**config.mk**
```make
export PLATFORM = sky130hd
export DESIGN_NAME = capture_sequencer_flat
export DESIGN_NICKNAME = d
export VERILOG_FILES = /design/src/rtl/capture_sequencer_pkg.sv /design/src/rtl/capture_sequencer_if.sv /design/src/rtl/capture_sequencer.sv /design/src/flat_wrapper.sv
export SDC_FILE = /design/constraint.sdc
export NUM_CORES = 1
export LEC_CHECK = 0
export ABC_AREA = 1
export CAP_MARGIN = 25
export CORE_ASPECT_RATIO = 1.75
export CORE_MARGIN = 10
export CORE_UTILIZATION = 50
export DETAILED_ROUTE_END_ITERATION = 8
export PLACE_DENSITY = 0.75
export SYNTH_ARGS = -nofsm -noshare
export SYNTH_HDL_FRONTEND = slang
export SYNTH_SLANG_ARGS = --single-unit
```
**constraint.sdc**
```tcl
create_clock -name clk -period 3.1 [get_ports clk]
set_clock_uncertainty 0.2 [all_clocks]
set_input_delay 0.62 -clock clk [delete_from_list [all_inputs] [get_ports clk]]
set_output_delay 0.62 -clock clk [all_outputs]
set_load 0.05 [all_outputs]
```
**src/rtl/capture_sequencer_pkg.sv**
```systemverilog
// Shared types for the capture sequencer: state encoding and default buffer width.
package capture_pkg;

  localparam int unsigned ADDR_W_DEF = 10;

  // Encoding is visible through the status register.
  typedef enum logic [2:0] {
    IDLE    = 3'd0,
    PRETRIG = 3'd1,
    ARMED   = 3'd2,
    POST    = 3'd3,
    DONE    = 3'd4
  } cap_state_t;

endpackage

```
**src/rtl/capture_sequencer_if.sv**
```systemverilog
// Decoder handshake and sample-buffer write bus of the capture sequencer.
interface capture_sequencer_if
  import capture_pkg::*;
#(
  parameter int unsigned ADDR_W = ADDR_W_DEF
) ();

  logic              capture_en;
  logic              trigger_ready;
  logic              trigger_start;
  logic              sample_valid;
  logic              buf_we;
  logic [ADDR_W-1:0] buf_addr;

  // Sequencer side.
  modport master (
    output capture_en,
    output trigger_ready,
    output buf_we,
    output buf_addr,
    input  trigger_start,
    input  sample_valid
  );

  // Decoder / buffer side.
  modport slave (
    input  capture_en,
    input  trigger_ready,
    input  buf_we,
    input  buf_addr,
    output trigger_start,
    output sample_valid
  );

endinterface

```
**src/rtl/capture_sequencer.sv**
```systemverilog
// Capture run sequencer: pre-trigger fill, trigger wait, post-trigger record
// into a circular sample buffer, with readout pointers for upload.
module capture_sequencer
  import capture_pkg::*;
#(
  parameter int unsigned ADDR_W = ADDR_W_DEF
) (
  input  logic                clk,
  input  logic                rst_n,
  input  logic                arm,
  input  logic                abort,
  input  logic                clear,
  input  logic [ADDR_W:0]     pre_len,
  input  logic [ADDR_W:0]     post_len,
  capture_sequencer_if.master bus,
  output logic [ADDR_W-1:0]   trig_addr,
  output logic [ADDR_W-1:0]   start_addr,
  output logic                busy,
  output logic                done,
  output logic [2:0]          state
);

  localparam logic [ADDR_W-1:0] WP_ONE  = ADDR_W'(1);
  localparam logic [ADDR_W:0]   CNT_ONE = (ADDR_W + 1)'(1);

  cap_state_t        st_q, st_d;
  logic [ADDR_W-1:0] wp_q, wp_d;
  logic [ADDR_W:0]   cnt_q, cnt_d;
  logic [ADDR_W:0]   pre_q, pre_d;
  logic [ADDR_W:0]   post_q, post_d;
  logic [ADDR_W-1:0] trig_q, trig_d;
  logic [ADDR_W-1:0] start_q, start_d;
  logic              cen_q, trdy_q;
  logic              active;
  logic              we;

  // Write strobe follows sample_valid while a run is in progress; abort blocks it.
  always_comb begin
    active = (st_q == PRETRIG) || (st_q == ARMED) || (st_q == POST);
    we     = bus.sample_valid && active && !abort;
  end

  // Next-state and pointer/counter update.
  always_comb begin
    st_d    = st_q;
    wp_d    = wp_q;
    cnt_d   = cnt_q;
    pre_d   = pre_q;
    post_d  = post_q;
    trig_d  = trig_q;
    start_d = start_q;

    if (abort) begin
      st_d = IDLE;
    end else begin
      unique case (st_q)
        IDLE, DONE: begin
          if (arm) begin
            pre_d  = pre_len;
            post_d = post_len;
            wp_d   = '0;
            cnt_d  = '0;
            st_d   = (pre_len == '0) ? ARMED : PRETRIG;
          end else if (clear && (st_q == DONE)) begin
            st_d = IDLE;
          end
        end

        PRETRIG: begin
          if (we) begin
            wp_d  = wp_q + WP_ONE;
            cnt_d = cnt_q + CNT_ONE;
            if (cnt_q == pre_q - CNT_ONE) st_d = ARMED;
          end
        end

        ARMED: begin
          if (we) wp_d = wp_q + WP_ONE;
          if (bus.trigger_start) begin
            trig_d  = wp_q;
            // Low bits only: pre_len == DEPTH wraps to an offset of 0.
            start_d = wp_q - pre_q[ADDR_W-1:0];
            cnt_d   = (we && (post_q != '0)) ? CNT_ONE : '0;
            if (post_q == '0)                   st_d = DONE;
            else if (we && (post_q == CNT_ONE)) st_d = DONE;
            else                                st_d = POST;
          end
        end

        POST: begin
          if (we) begin
            wp_d  = wp_q + WP_ONE;
            cnt_d = cnt_q + CNT_ONE;
            if (cnt_q == post_q - CNT_ONE) st_d = DONE;
          end
        end

        default: st_d = IDLE;
      endcase
    end
  end

  // State, pointers and registered decoder enables.
  always_ff @(posedge clk or negedge rst_n) begin
    if (!rst_n) begin
      st_q    <= IDLE;
      wp_q    <= '0;
      cnt_q   <= '0;
      pre_q   <= '0;
      post_q  <= '0;
      trig_q  <= '0;
      start_q <= '0;
      cen_q   <= 1'b0;
      trdy_q  <= 1'b0;
    end else begin
      st_q    <= st_d;
      wp_q    <= wp_d;
      cnt_q   <= cnt_d;
      pre_q   <= pre_d;
      post_q  <= post_d;
      trig_q  <= trig_d;
      start_q <= start_d;
      cen_q   <= (st_d == PRETRIG) || (st_d == ARMED) || (st_d == POST);
      trdy_q  <= (st_d == ARMED);
    end
  end

  // Output drive.
  always_comb begin
    bus.capture_en    = cen_q;
    bus.trigger_ready = trdy_q;
    bus.buf_we        = we;
    bus.buf_addr      = wp_q;
    trig_addr         = trig_q;
    start_addr        = start_q;
    busy              = active;
    done              = (st_q == DONE);
    state             = st_q;
  end

endmodule

```
**src/flat_wrapper.sv**
```systemverilog
// flat-port wrapper written by rule: the top's interface ports become plain ports
module capture_sequencer_flat import capture_pkg::*;
#(
  parameter int unsigned ADDR_W = ADDR_W_DEF
)
  (clk, rst_n, arm, abort, clear, pre_len, post_len, trig_addr, start_addr, busy, done, state, bus_capture_en, bus_trigger_ready, bus_buf_we, bus_buf_addr, bus_trigger_start, bus_sample_valid);
  capture_sequencer_if #(.ADDR_W(ADDR_W)) bus_i ();
  input  logic clk;
  input  logic rst_n;
  input  logic arm;
  input  logic abort;
  input  logic clear;
  input  logic [ADDR_W:0] pre_len;
  input  logic [ADDR_W:0] post_len;
  output logic [ADDR_W-1:0] trig_addr;
  output logic [ADDR_W-1:0] start_addr;
  output logic busy;
  output logic done;
  output logic [2:0] state;
  output wire logic [$bits(bus_i.capture_en)-1:0] bus_capture_en;
  output wire logic [$bits(bus_i.trigger_ready)-1:0] bus_trigger_ready;
  output wire logic [$bits(bus_i.buf_we)-1:0] bus_buf_we;
  output wire logic [$bits(bus_i.buf_addr)-1:0] bus_buf_addr;
  input wire logic [$bits(bus_i.trigger_start)-1:0] bus_trigger_start;
  input wire logic [$bits(bus_i.sample_valid)-1:0] bus_sample_valid;
  assign bus_capture_en = bus_i.capture_en;
  assign bus_trigger_ready = bus_i.trigger_ready;
  assign bus_buf_we = bus_i.buf_we;
  assign bus_buf_addr = bus_i.buf_addr;
  assign bus_i.trigger_start = bus_trigger_start;
  assign bus_i.sample_valid = bus_sample_valid;
  capture_sequencer #(.ADDR_W(ADDR_W)) u_core (.clk(clk), .rst_n(rst_n), .arm(arm), .abort(abort), .clear(clear), .pre_len(pre_len), .post_len(post_len), .bus(bus_i), .trig_addr(trig_addr), .start_addr(start_addr), .busy(busy), .done(done), .state(state));
endmodule
```
**Word-level counts from Yosys, hierarchy flattened**

Index checks and enable logic that the tools add are counted.

- Equality and inequality tests: 14
- Div/mod/pow operators: 0
- Muxes and demuxes: 20
- Order comparisons: 0
- Add/subtract/negate cells: 5
- Reduce and logical (&&, ||, !) cells: 23
- Bitwise gates (word level): 1
- Shift operators: 0
- $mul: 0

Operator list:

| kind | count |
|---|---|
| $mux 11 | 3 |
| $pmux 11 s3 | 1 |
| $mux 3 | 10 |
| $eq 11x11->1 | 2 |
| $logic_not 11->1 | 2 |
| $sub 11x1->11 const B | 2 |
| $mux 10 | 2 |
| $pmux 10 s2 | 1 |
| $eq 3x2->1 const B | 4 |
| $pmux 3 s4 | 1 |
| $add 11x1->11 const B | 1 |
| $eq 11x1->1 const B | 1 |
| $reduce_bool 11->1 | 1 |
| $add 10x1->10 const B | 1 |
| $sub 10x10->10 | 1 |
| $eq 3x1->1 const B | 2 |
| $reduce_and 3->1 | 2 |
| $logic_and 1x1->1 | 5 |
| $reduce_and 5->1 | 1 |
| $logic_or 1x1->1 | 4 |
| $ne 2x1->1 const B | 2 |
| $ne 2x2->1 const B | 2 |
| $reduce_and 4->1 | 1 |
| $reduce_or 2->1 | 2 |
| other kinds (9) | 9 |

- Memories: 0
- Register bits: 68
- Input port bits: 29
- Memory bits (read-only): 0
- Output and inout bits: 38
- Word-level logic and storage cells: 72
- Bits in writable memories: 0
- Bits in latches: 0

**Logic depth before layout (Yosys ltp)**

- Word-level depth: 14
- Gate-level depth with buffers: 16
- Gate-level depth less buffers: 16

**Worst setup path before layout**

Ideal clock, no wire load.

- Kind: reg-to-reg
- Start point: reg u_core.wp_q[0], in the netlist u_core.bus.buf_addr[0]
- End point: reg u_core.start_q[8], in the netlist u_core.start_addr[8]
- Arrival time: 2220 ps
- Clock period less this slack: 2537 ps
- Stages on the path, launching flop included: 16
- Path slack: 563 ps
- Cell sequence: dfrtp_1 -> inv_1 -> ha_1 -> fa_1 -> inv_1 -> nand3_1 -> nand2_1 -> nand2_1 -> nand2_1 -> a21oi_1 -> nor2_1 -> o21ai_0 -> nand2_1 -> nand2_1 -> nand3_1 -> nand2_1

- Cells in the longest elaborated chain, start to end: 1

Ends and longest elaborated chain:

| what | line | text |
|---|---|---|
| start, declared | capture_sequencer.sv:27 | `logic [ADDR_W-1:0] wp_q, wp_d;` |
| start signal, assigned | capture_sequencer.sv:117 | `wp_q <= wp_d;` |
| $sub 10x10->10 | capture_sequencer.sv:82 | `start_d = wp_q - pre_q[ADDR_W-1:0];` |
| end signal, assigned | capture_sequencer.sv:122 | `start_q <= start_d;` |
| end, declared | capture_sequencer.sv:32 | `logic [ADDR_W-1:0] start_q, start_d;` |

Every way passes these cells.
A chain may end at the register's enable or synchronous reset.

**Worst setup path in the final report**

- Start point: reg u_core.st_q[2], in the netlist u_core.state[2]
- End point: out done

- Cells in the longest elaborated chain, start to end: 1

Ends and longest elaborated chain:

| what | line | text |
|---|---|---|
| start, declared | capture_sequencer.sv:26 | `cap_state_t st_q, st_d;` |
| start signal, assigned | capture_sequencer.sv:116 | `st_q <= st_d;` |
| $eq 3x3->1 | capture_sequencer.sv:137 | `done = (st_q == DONE);` |
| end, declared | flat_wrapper.sv:18 | `output logic done;` |

Every way passes these cells.

==> metrics.yaml <==
dr.pass1.iters: 4
grt-ovfl-total: 0
num_vias: 4292
start_util_pct: 51.88
rsz0062_at_grt: "false"
fin_nets: 720
track_usage_pct: 19.89
n_antenna_cell: 0
core-area_um2: 8368
grt_pass1_vias: 4378
wl_per_cell_um: 15.93
drc: 0
yosysWarnings: 0
wl_um: 12670
grt_max_degree: 42
status: "finished clean"
fin_tns_setup_ns: 0
cp.required_ns: 2.28
post_cts_buffers: 0
cpMaxStageDelayCell: "clkdlybuf4s50_1"
finalPower_w: 0.003009
critPathArrivalTime_ns: 1.91
grt_pass1_wl_um: 20660
area_growth_pct: 25.97
initialDrtViolationCount: 199
fp.dieArea_um2: 12960
synthesis.nets: 646
clock_path_buffers: 2
leakage_nw: 2.547
holdCritPathClass: "in -> async"
slew_headroom_pct: 54.74
synth_top_area_cell: "dfrtp_1"
synth-seq-area-share_pct: 39.19
io_pins: 67
clockRootBuffer: "clkbuf_16"
cts_resized: 0
layout.cells.non_filler: 795
netlist_area_um2: 4342
antenna_left: 0
port_buffers: 66
die_h_um: 143.3
gp_congestion: 0.9911
htreeDepth: 3
hold_buffers: 0
cts.sink_count: 68
fin_util_pct: 65.36
synth_top_area_share_pct: 39.19
power_density_nw_per_um2: 550.1
synth-main-ff-cell: "dfrtp_1"
max_cap_viol_count: 0
cts-buffers-inserted: 9
slowest_delay_ns: 0.81
ys_ff_latch: 68
placed_cells: 779
yosys-top-cells-area: "dfrtp_1 (39%), nand2_1 (15%), o21ai_0 (6.1%), inv_1 (6.0%), nand3_1 (5.2%)"
setup_viol: 0
cp-start-kind: "flop"
async_reset_ff_share_pct: 100.0
rows: 44
critPathMaxFanout: 6
clk_latency_ns: 0.34
clock.fmax_mhz: 366.8
cp_top_family: "buffers and inverters"
finalHoldViolations: 0
syn_area_per_cell_um2: 7.224
path_class: "reg -> out"
syn-instance-count: 601
drive_gt1_share_pct: 7.647
synth_common_cells: "nand2_1 (171), inv_1 (69), dfrtp_1 (68), nor2_1 (59), o21ai_0 (53)"
peakVddDrop_mv: 0.3133
clk_pin_slew_worst_paths_ns: 0.06
via_per_inst: 5.399
min_period_ns: 2.726
tightest_slew_ns: 0.6790
yosysMostFrequentCell: "nand2_1"
fin_crit_sh_pct: 87.95
crit_chain: "inv_1 > nor2_1 > clkdlybuf4s50_1"
die_w_um: 90.44
ys_types: 36
critPathBufInv: 2
crit_path_end_kind: "primary output"
antenna_found_initial: 0
cts_tree: "done"
dp_hpwl_um: 10260
drv_slew: 0
synth_edf_count: 0
-- worst paths after layout --
check	start	to	slack [ns]	depth (start not counted)
max	u_core.state[2]	done	0.37	3
min	rst_n	u_core.start_addr[6]	0.11	1
max reg2reg	u_core.post_q[0]	u_core.bus.capture_en	0.51	12
min reg2reg	u_core.start_addr[8]	u_core.start_addr[8]	0.28	2
max in group asynchronous	rst_n	u_core.state[1]	1.94	2
min in group clk	u_core.start_addr[8]	u_core.start_addr[8]	0.28	2
-- metrics by stage --
stage,worst slack (ns),area [µm²],hold WS [ns]
3_5_place_dp,0.3411,5166,0.2680
3_3_place_gp,0.3529,5166,0.2652
2_1_floorplan,0.5628,4342,0.1244
5_1_grt,0.2867,5469,0.1545
6_report,0.3736,5469,0.1139
4_1_cts,0.3671,5469,0.1369
-- where the power goes --
part / switching [W] / total (W) / internal [W]
clock network: 0.000393 / 0.00103 / 0.000642
logic: 0.000578 / 0.000893 / 0.000315
registers: 0.000109 / 0.00108 / 0.000972
total: 0.00108 / 0.00301 / 0.00193
-- logic make-up (layout without fill, tap and decap cells) --
kind of cell / after synthesis / in the layout / synth area share [%]
fa+ha+maj: 16 / 16 / 4.784
flops: 68 / 68 / 39.19
buf+inv: 83 / 162 / 7.435
compound gates: 77 / 77 / 9.395
simple gates: 336 / 336 / 34.96
xor+xnor: 21 / 21 / 4.236
-- layout by cell type (no fill, tap or decap), types with 2 or more instances in the layout --
| master | count |
|---|---|
| clkbuf_16 | 9 |
| nand3_2 | 2 |
| o22ai_1 | 2 |
| clkdlybuf4s50_1 | 64 |
| o21ai_2 | 2 |
| buf_12 | 2 |
| or2_2 | 2 |
| nand2_2 | 4 |
| nor3_1 | 11 |
| nor4_1 | 9 |
| clkinvlp_4 | 2 |
| inv_1 | 69 |
| nor2_1 | 58 |
| nand4_1 | 11 |
| xor2_1 | 12 |
| nor3_2 | 4 |
| nand2_1 | 171 |
| nor2_4 | 4 |
| o31ai_1 | 2 |
| o21ai_0 | 53 |
| clkinv_2 | 2 |
| ha_1 | 15 |
| inv_2 | 3 |
| dfrtp_1 | 68 |
| nand3b_1 | 5 |
| xnor2_1 | 9 |
| nand3_1 | 45 |
| buf_4 | 5 |
| a21oi_1 | 15 |
| nor2_2 | 6 |
| nor3b_1 | 2 |
| clkinv_1 | 2 |
-- routing by layer --
layer  track usage [%]  part of all wire [%]  vias up
li1                  -                     -     2101
met1             18.12                    34     2002
met2             38.21                    55      145
met3             4.199                   4.8       44
met4             13.80                   5.8        0
met5                 0                     0        -
-- state kept, by name (all words and copies together) (netlist names) --
signal	cells
u_core.state	3
u_core.trig_addr	10
u_core.cnt_q	11
u_core.bus.capture_en	1
u_core.bus.buf_addr	10
u_core.start_addr	10
u_core.pre_q	11
u_core.post_q	11
u_core.bus.trigger_ready	1
-- worst register-to-register path, stage by stage (launching register included) --
cell and delay (ns):
dfrtp_1 0.45, inv_2 0.21, ha_1 0.31, nand2_1 0.18
nor2_1 0.18, xor2_1 0.19, nand2_1 0.07, nor2_1 0.16
nand3_1 0.15, nand2_1 0.13, nand3_1 0.08, nand2_1 0.11
nand2_1 0.07
-- cell type report --
type	count	area, µm²
Sequential cell	68	1702
Inverter	74	277.8
Clock buffer	10	239.0
Clock inverter	6	63.81
Tap cell	115	143.9
Fill cell	752	2899
Timing Repair Buffer	72	723.2
Multi-Input combinational cell	450	2320
Note: power is estimated with default switching activity, not from simulation.
